### src/rtl/mux_scan_sequencer_pkg.sv
// ============================================================================
// Module   : mux_scan_sequencer_pkg
// Purpose  : State and channel encodings shared by the mux scan sequencer.
// Revision : 1.0  initial release
// ============================================================================
`default_nettype none

package mux_scan_sequencer_pkg;

   typedef enum logic [1:0] {
      ST_IDLE = 2'd0,
      ST_SCAN = 2'd1,
      ST_DONE = 2'd2
   } state_t;

   localparam logic [1:0] CH_A = 2'b00;
   localparam logic [1:0] CH_B = 2'b01;
   localparam logic [1:0] CH_C = 2'b10;
   localparam logic [1:0] CH_D = 2'b11;

   function automatic logic is_last_channel(input logic [1:0] ch);
      return (ch == CH_D);
   endfunction

endpackage

`default_nettype wire

### src/rtl/mux_scan_sequencer_dwell_counter.sv
// ============================================================================
// Module   : dwell_counter
// Purpose  : Counts cycles spent on one select code; tick marks the last one.
// Revision : 1.0  initial release
// ============================================================================
`default_nettype none

module dwell_counter
   import mux_scan_sequencer_pkg::*;
#(
   parameter int DWELL = 4
) (
   input  logic Clk,
   input  logic Reset_n,
   input  logic clr,
   input  logic en,
   output logic tick
);

   localparam int CNT_W = $clog2(DWELL + 1);
   localparam logic [CNT_W-1:0] c_last = CNT_W'(DWELL - 1);
   localparam logic [CNT_W-1:0] c_one  = CNT_W'(1);

   logic [CNT_W-1:0] r_cnt;
   logic             w_at_last;

   // With DWELL=1 the compare value is 0, so tick fires on every enabled cycle
   assign w_at_last = (r_cnt == c_last);
   assign tick      = en && w_at_last;

   always_ff @(posedge Clk or negedge Reset_n) begin
      if (!Reset_n) begin
         r_cnt <= '0;
      end else if (clr) begin
         r_cnt <= '0;
      end else if (en) begin
         if (w_at_last) r_cnt <= '0;
         else           r_cnt <= r_cnt + c_one;
      end
   end

endmodule

`default_nettype wire

### src/rtl/mux_scan_sequencer.sv
// ============================================================================
// Module   : mux_scan_sequencer
// Purpose  : Steps a 4:1 mux through A..D, samples Z after each dwell window
//            and publishes a 4-bit snapshot with a one-cycle Done pulse.
//            MUX_SCAN_CONTINUOUS_EN: DONE re-enters SCAN directly if Start=1.
// Revision : 1.0  initial release
// ============================================================================
`default_nettype none

module mux_scan_sequencer
   import mux_scan_sequencer_pkg::*;
#(
   parameter int DWELL = 4
) (
   input  logic       Clk,
   input  logic       Reset_n,
   input  logic       Start,
   input  logic       Z,
   output logic       Sel1,
   output logic       Sel2,
   output logic       Busy,
   output logic       Done,
   output logic [3:0] Result
);

   state_t     r_state,   w_state_nxt;
   logic [1:0] r_channel, w_channel_nxt;
   logic [3:0] r_shadow,  w_shadow_nxt;
   logic [3:0] r_result,  w_result_nxt;
   logic       r_busy,    w_busy_nxt;
   logic       r_done,    w_done_nxt;
   logic       w_cnt_clr;
   logic       w_cnt_en;
   logic       w_tick;

   dwell_counter #(
      .DWELL (DWELL)
   ) u_dwell (
      .Clk     (Clk),
      .Reset_n (Reset_n),
      .clr     (w_cnt_clr),
      .en      (w_cnt_en),
      .tick    (w_tick)
   );

   always_ff @(posedge Clk or negedge Reset_n) begin
      if (!Reset_n) begin
         r_state   <= ST_IDLE;
         r_channel <= CH_A;
         r_shadow  <= '0;
         r_result  <= '0;
         r_busy    <= 1'b0;
         r_done    <= 1'b0;
      end else begin
         r_state   <= w_state_nxt;
         r_channel <= w_channel_nxt;
         r_shadow  <= w_shadow_nxt;
         r_result  <= w_result_nxt;
         r_busy    <= w_busy_nxt;
         r_done    <= w_done_nxt;
      end
   end

   always_comb begin
      w_state_nxt   = r_state;
      w_channel_nxt = r_channel;
      w_shadow_nxt  = r_shadow;
      w_result_nxt  = r_result;
      w_busy_nxt    = r_busy;
      w_done_nxt    = 1'b0;
      w_cnt_clr     = 1'b0;
      w_cnt_en      = 1'b0;

      case (r_state)
         ST_IDLE: begin
            if (Start) begin
               w_state_nxt   = ST_SCAN;
               w_channel_nxt = CH_A;
               w_busy_nxt    = 1'b1;
               w_cnt_clr     = 1'b1;
            end
         end
         ST_SCAN: begin
            w_cnt_en = 1'b1;
            if (w_tick) begin
               w_shadow_nxt[r_channel] = Z;
               if (is_last_channel(r_channel)) begin
                  // Result takes the channel-D sample captured on this same edge
                  w_state_nxt   = ST_DONE;
                  w_channel_nxt = CH_A;
                  w_busy_nxt    = 1'b0;
                  w_done_nxt    = 1'b1;
                  w_result_nxt  = w_shadow_nxt;
               end else begin
                  w_channel_nxt = r_channel + 2'd1;
               end
            end
         end
         ST_DONE: begin
`ifdef MUX_SCAN_CONTINUOUS_EN
            if (Start) begin
               w_state_nxt   = ST_SCAN;
               w_channel_nxt = CH_A;
               w_busy_nxt    = 1'b1;
               w_cnt_clr     = 1'b1;
            end else begin
               w_state_nxt = ST_IDLE;
            end
`else
            w_state_nxt = ST_IDLE;
`endif
         end
         default: begin
            w_state_nxt = ST_IDLE;
         end
      endcase
   end

   assign Sel1   = r_channel[1];
   assign Sel2   = r_channel[0];
   assign Busy   = r_busy;
   assign Done   = r_done;
   assign Result = r_result;

endmodule

`default_nettype wire

### config.mk
export PLATFORM = sky130hd
export DESIGN_NAME = mux_scan_sequencer
export DESIGN_NICKNAME = d
export VERILOG_FILES = /design/src/rtl/mux_scan_sequencer_pkg.sv /design/src/rtl/mux_scan_sequencer_dwell_counter.sv /design/src/rtl/mux_scan_sequencer.sv
export SDC_FILE = /design/constraint.sdc
export NUM_CORES = 1
export LEC_CHECK = 0
export CORE_AREA = 5 5 56 58
export CTS_CLUSTER_DIAMETER = 80
export DETAILED_ROUTE_END_ITERATION = 16
export DIE_AREA = 0 0 61 63
export RECOVER_POWER = 100
export SLEW_MARGIN = 10
export SYNTH_ARGS = -nofsm -noshare
export SYNTH_HDL_FRONTEND = slang
export SYNTH_HIERARCHICAL = 1
export SYNTH_SLANG_ARGS = --single-unit
### constraint.sdc
create_clock -name Clk -period 2.36 [get_ports Clk]
set_clock_uncertainty 0.05 [all_clocks]
set_input_delay 0.354 -clock Clk [delete_from_list [all_inputs] [get_ports Clk]]
set_output_delay 0.354 -clock Clk [all_outputs]
set_load 0.02 [all_outputs]
Word-level counts from Yosys, hierarchy flattened

Index checks and enable logic that the tools add are counted.

Input port bits: 4
Output and inout bits: 8
Flip-flop bits (word level): 17

Multiplexer cells: 24
Add/subtract/negate cells: 2
Equal/unequal tests: 6
Order comparisons: 2
Reduce and logical (&&, ||, !) cells: 10

Operator list:

| cell                                                                                | count |
|---|---|
| 2-bit 2-to-1 mux                                                                    | 6 |
| 1-bit 2-to-1 mux                                                                    | 10 |
| 3-bit 2-to-1 mux                                                                    | 3 |
| 3-bit AND reduction                                                                 | 3 |
| 2-bit case mux with 2 select lines                                                  | 2 |
| 4-bit bitwise mux                                                                   | 1 |
| 2-bit inequality test, second input constant                                        | 2 |
| 4-bit AND reduction                                                                 | 1 |
| 2-bit nonzero test                                                                  | 2 |
| 3-bit by 1-bit adder with 3-bit output, second input constant                       | 1 |
| 3-bit by 2-bit equality test with 1-bit output, second input constant               | 1 |
| 2-bit by 3-bit less-than comparator with 1-bit output, second input constant        | 1 |
| 2-bit by 1-bit adder with 2-bit output, second input constant                       | 1 |
| 1-bit demux with 2-bit select                                                       | 1 |
| 2-bit by 1-bit equality test with 1-bit output, second input constant               | 1 |
| 2-bit equality test, second input constant                                          | 1 |
| 2-bit by 1-bit greater-or-equal comparator with 1-bit output, second input constant | 1 |
| 1-bit logical AND                                                                   | 2 |
| 2-bit logical NOT                                                                   | 1 |
| 2-bit by 1-bit inequality test with 1-bit output, second input constant             | 1 |
| 1-bit case mux with 2 select lines                                                  | 1 |
| 2-bit AND reduction                                                                 | 1 |

Depth between registers and ports, before layout

Depth in word-level cells: 5
Depth in mapped cells: 7

Hierarchy

The synthesis kept the hierarchy.

Modules (own cells, without submodules):

| module             | sequential area each (um^2) | cells an instance | area an instance (um^2) | instances |
|---|---|---|---|---|
| mux_scan_sequencer | 325.3                       | 54                | 604.3                   | 1 |
| dwell_counter      | 75.1                        | 14                | 145.1                   | 1 |

Worst setup path before layout

OpenSTA, ideal clock, no wires.

Path type: register to register
Start point: register r_state[0]
End point: register r_shadow[1]
Buffers on the path: 0
Period minus slack after synthesis: 1.774 ns
Stages on the path, launching flop included: 7
Arrival: 1.596 ns
Setup slack: 0.586 ns
Cell sequence: dfrtp_1 -> nor2b_1 -> nand2_1 -> nor2_1 -> and3b_4 -> nand2_1 -> mux2_1

Longest elaborated chain between the ends: 4

Ends and longest elaborated chain:

| what                                           | line                                   | source |
|---|---|---|
| from (decl)                                    | mux_scan_sequencer.sv:26               | `state_t r_state, w_state_nxt;` |
| from (signal assigned)                         | mux_scan_sequencer.sv:55               | `r_state <= w_state_nxt;` |
| 2-bit by 1-bit equality test with 1-bit output | mux_scan_sequencer.sv:74               | `case (r_state)` |
| 1-bit 2-to-1 mux                               | mux_scan_sequencer.sv:74               |  |
| net w_cnt_en                                   | mux_scan_sequencer.sv:33               | `logic w_cnt_en;` |
| 1-bit logical AND                              | mux_scan_sequencer_dwell_counter.sv:29 | `assign tick = en && w_at_last;` |
| net w_tick                                     | mux_scan_sequencer.sv:34               | `logic w_tick;` |
| 2-bit AND reduction (no source line)           | --                                     |  |
| to (signal assigned)                           | mux_scan_sequencer.sv:57               | `r_shadow <= w_shadow_nxt;` |
| to (decl)                                      | mux_scan_sequencer.sv:28               | `logic [3:0] r_shadow, w_shadow_nxt;` |

The timed path passes the listed nets, and every way through them passes these cells.
A chain may end at the register's enable or synchronous reset.

Final worst setup path

Same ends and word-level chain as after synthesis.

==> run summary <==
For the number of antenna violations at the first check in global routing, the log shows 0. The vias per cell was 4.60; the synthesized area divided by synthesized cell count was 11.0 um2. Endpoint kind of the worst setup timing path: a flip-flop. The run gives 12 as the number of placed I/O pins.

In this run the remaining antenna-violating nets after routing total 0. Clock tree synthesis inserted a total of 3 buffers. The die is 61 um wide.

Via count of the first global-routing pass: 598. Traced cell by cell, the critical path runs through nor2b_1 -> nand2_1 -> nor2_1 -> and3b_4 -> nand2_1 -> mux2_1. The share of the clock period used by the worst path after layout came out at 81.9%.

The number of antenna diodes in the final layout is 0. The number of placement rows was 19. The worst-case reg-to-reg path depth came out at 6. The static leakage power came out at 0.000426 uW.

Data arrives at the worst endpoint at 2060 ps. The logs give 0 for the total of cells resized after clock tree synthesis and 28.7% for the starting density of the core. The power density relative to cell area is 1210 nW/um2, and the instance count after placement with tap cells included is 111. The maximum clock frequency is 518 MHz. The tools report the post-synthesis net count as 77. The run gives 0 ps as the total negative setup slack. The routed design has 1440 um of wire. TritonCTS built the clock tree. The number of search-and-repair iterations in the first detailed-routing pass came out at 4. For this run, the leading register cell type out of synthesis is sky130_fd_sc_hd__dfrtp_1. The clock sink total came out at 16.

Sequential cells were found to cover 53.4% of the synthesized design area. Cts-stage hold buffer count: 0. The tools report the number of design rule violations left after detail routing as 0. Across the run, the number of max-cap violations was 0. Worst hold path cell count: 2.

Across the VDD grid, the largest voltage drop is 566 uV. For the core outline area, the log shows 2620 um2. The insertion delay of the later-clocked pin in the worst-skew pair came out at 290 ps.

In this run, distinct cell masters in the synthesized netlist total 22. For the worst setup path, the data required time is 2490 ps. After layout, the minimum clock period comes to 1930 ps. The run finished with clean final reports.

In this run the post-CTS setup repair buffer count came out at 0. Of all nets on the critical path, the largest fanout is 6. The cell that appears most often on the critical path is sky130_fd_sc_hd__nand2_1.

The routed layout has 529 vias. The run gives 749 um2 as the mapped cell area. In this run the worst hold path is classified as flip-flop to flip-flop. Counting flops and latches in the post-synthesis netlist gives 16. Detailed placement ended at an HPWL of 1080 um. The max-slew violation count was 0; the count of flip-flops with a built-in enable after synthesis was 0. The logs give 2650 um for the first-pass GRT wire length and 1130 uW for the overall power of the completed layout. Startpoint kind of the worst setup timing path: a flip-flop. For this run, asynchronously set or reset flops after synthesis account for 100%. The die covers 3840 um2. In this run the tightest slew margin relative to its limit is 50.9%. In the final routed layout, each cell accounts on average for 12.5 um.

Critical path start-end classification: flip-flop to flip-flop. No sink is reached through more buffers than the 2 on the longest clock path. The tools report the H-tree level count as 1. CTS placed an instance of sky130_fd_sc_hd__clkbuf_4 at the clock tree root. From synthesis to final layout, the design area changed by 24.4%. Non-filler instance count after layout: 115.

The worst hold margin is 449 ps, and the vertical die dimension is 63 um. The total of endpoints with negative setup slack in the final report was 0; the biggest cell delay along the critical path was 430 ps. Global routing used 9.37% of the available tracks across all layers. For this design, the slowest cell found on the critical path is sky130_fd_sc_hd__dfrtp_1. The count of yosys warnings during synthesis was 6; the clock transition at the registers of the reported paths was 90 ps. The maximum number of pins on one net before global-route repair was 17; the final estimated routing congestion in global placement was 0.781. The post-route netlist has 5.95% of its cells at a drive strength greater than 1. Input and output buffers added on the ports amount to 11. Setup repair after global routing left no endpoint under its margin. The final layout contains 94 nets. The DRC marker count from the first detailed-route iteration is 6, and the overall overflow remaining after global route is 0. Measured slew at the worst slew-check pin: 734 ps. The cell count after synthesis came out at 68. For the total count of hold-check failures in the final report, the log shows 0.
==> cells in the final DEF (no fill, tap or decap), drive strengths merged, types with 4 or more instances in the layout <==
cell	n
ha	5
nand2	13
clkbuf	5
dfrtp	16
nor2	4
inv	4
dlygate4sd3	10
==> synth_stat cells (all sizes together) (2+ instances only) <==
master	n	share of area (%)
dfrtp	16	53
nand2	13	6.5
ha	5	8.3
inv	4	2.0
nor2	4	2.0
mux2	3	4.5
mux2i	3	4.0
nand2b	3	2.5
o21ai	3	2.0
a21oi	2	1.3
and3b	2	2.8
==> worst max-delay path: cells and delay by family (launching register included) <==
family	cells	cell delay (ps)
multiplexers	1	300
AND/OR/NAND/NOR	5	1040
flip-flops	1	430
==> metal layers <==
metal | vias to the layer above | GRT usage, % | part of all wire (%)
li1 | 262 | - | -
met3 | 2 | 2.69 | 2.6
met4 | 0 | 5.42 | 1.3
met2 | 10 | 13.6 | 48
met1 | 255 | 12.0 | 48
met5 | - | 0 | 0
==> power by group <==
part	internal (uW)	switching, uW	leakage (uW)
Clock	93.9	86.9	0.0000210
Combinational	230	254	0.000219
Sequential	385	77.0	0.000186
==> kinds of logic after synthesis <==
kind of cell             share of synthesized area (%)
buffers and inverters                             2.00
adder cells (fa/ha/maj)                           8.35
AO/OA/AOI/OAI                                     8.35
AND/OR/NAND/NOR                                   19.4
multiplexers                                      8.51
flip-flops                                        53.4
==> metrics by stage <==
| stage | instance area [um2] | util, % | setup slack [ps] |
|---|---|---|---|
| after floorplan | 749 | - | 586 |
| after global placement | 906 | 34.6 | 464 |
| after detailed placement | 906 | 34.6 | 382 |
| after CTS | 942 | 36.0 | 365 |
| after global routing | 932 | 35.6 | 96.9 |
| final | 932 | 35.6 | 428 |
==> registers in the layout, indices dropped and copies added (netlist names) <==
name,flops
r_shadow,3
u_dwell/r_cnt,3
r_channel,2
r_state,2
Done,1
Busy,1
Result,4
==> worst paths after layout <==
path	start	to	slack [ps]
worst max-delay path	r_state[0]	r_shadow[1]	430
worst min-delay path	Busy	Busy	450
worst max register to register	r_state[0]	r_shadow[1]	430
worst min register to register	Busy	Busy	450
max in group asynchronous	Reset_n	r_state[0]	1290
min in group asynchronous	Reset_n	Result[0]	510
==> area by class of cell <==
class | count | area, um2
inverters | 4 | 15.0
well taps | 31 | 38.8
multi-input cells | 48 | 328
flip-flops and latches | 16 | 400
clock buffers | 4 | 36.3
fillers | 276 | 1680
repair buffers | 12 | 114
(Power assumes the default switching activity.)
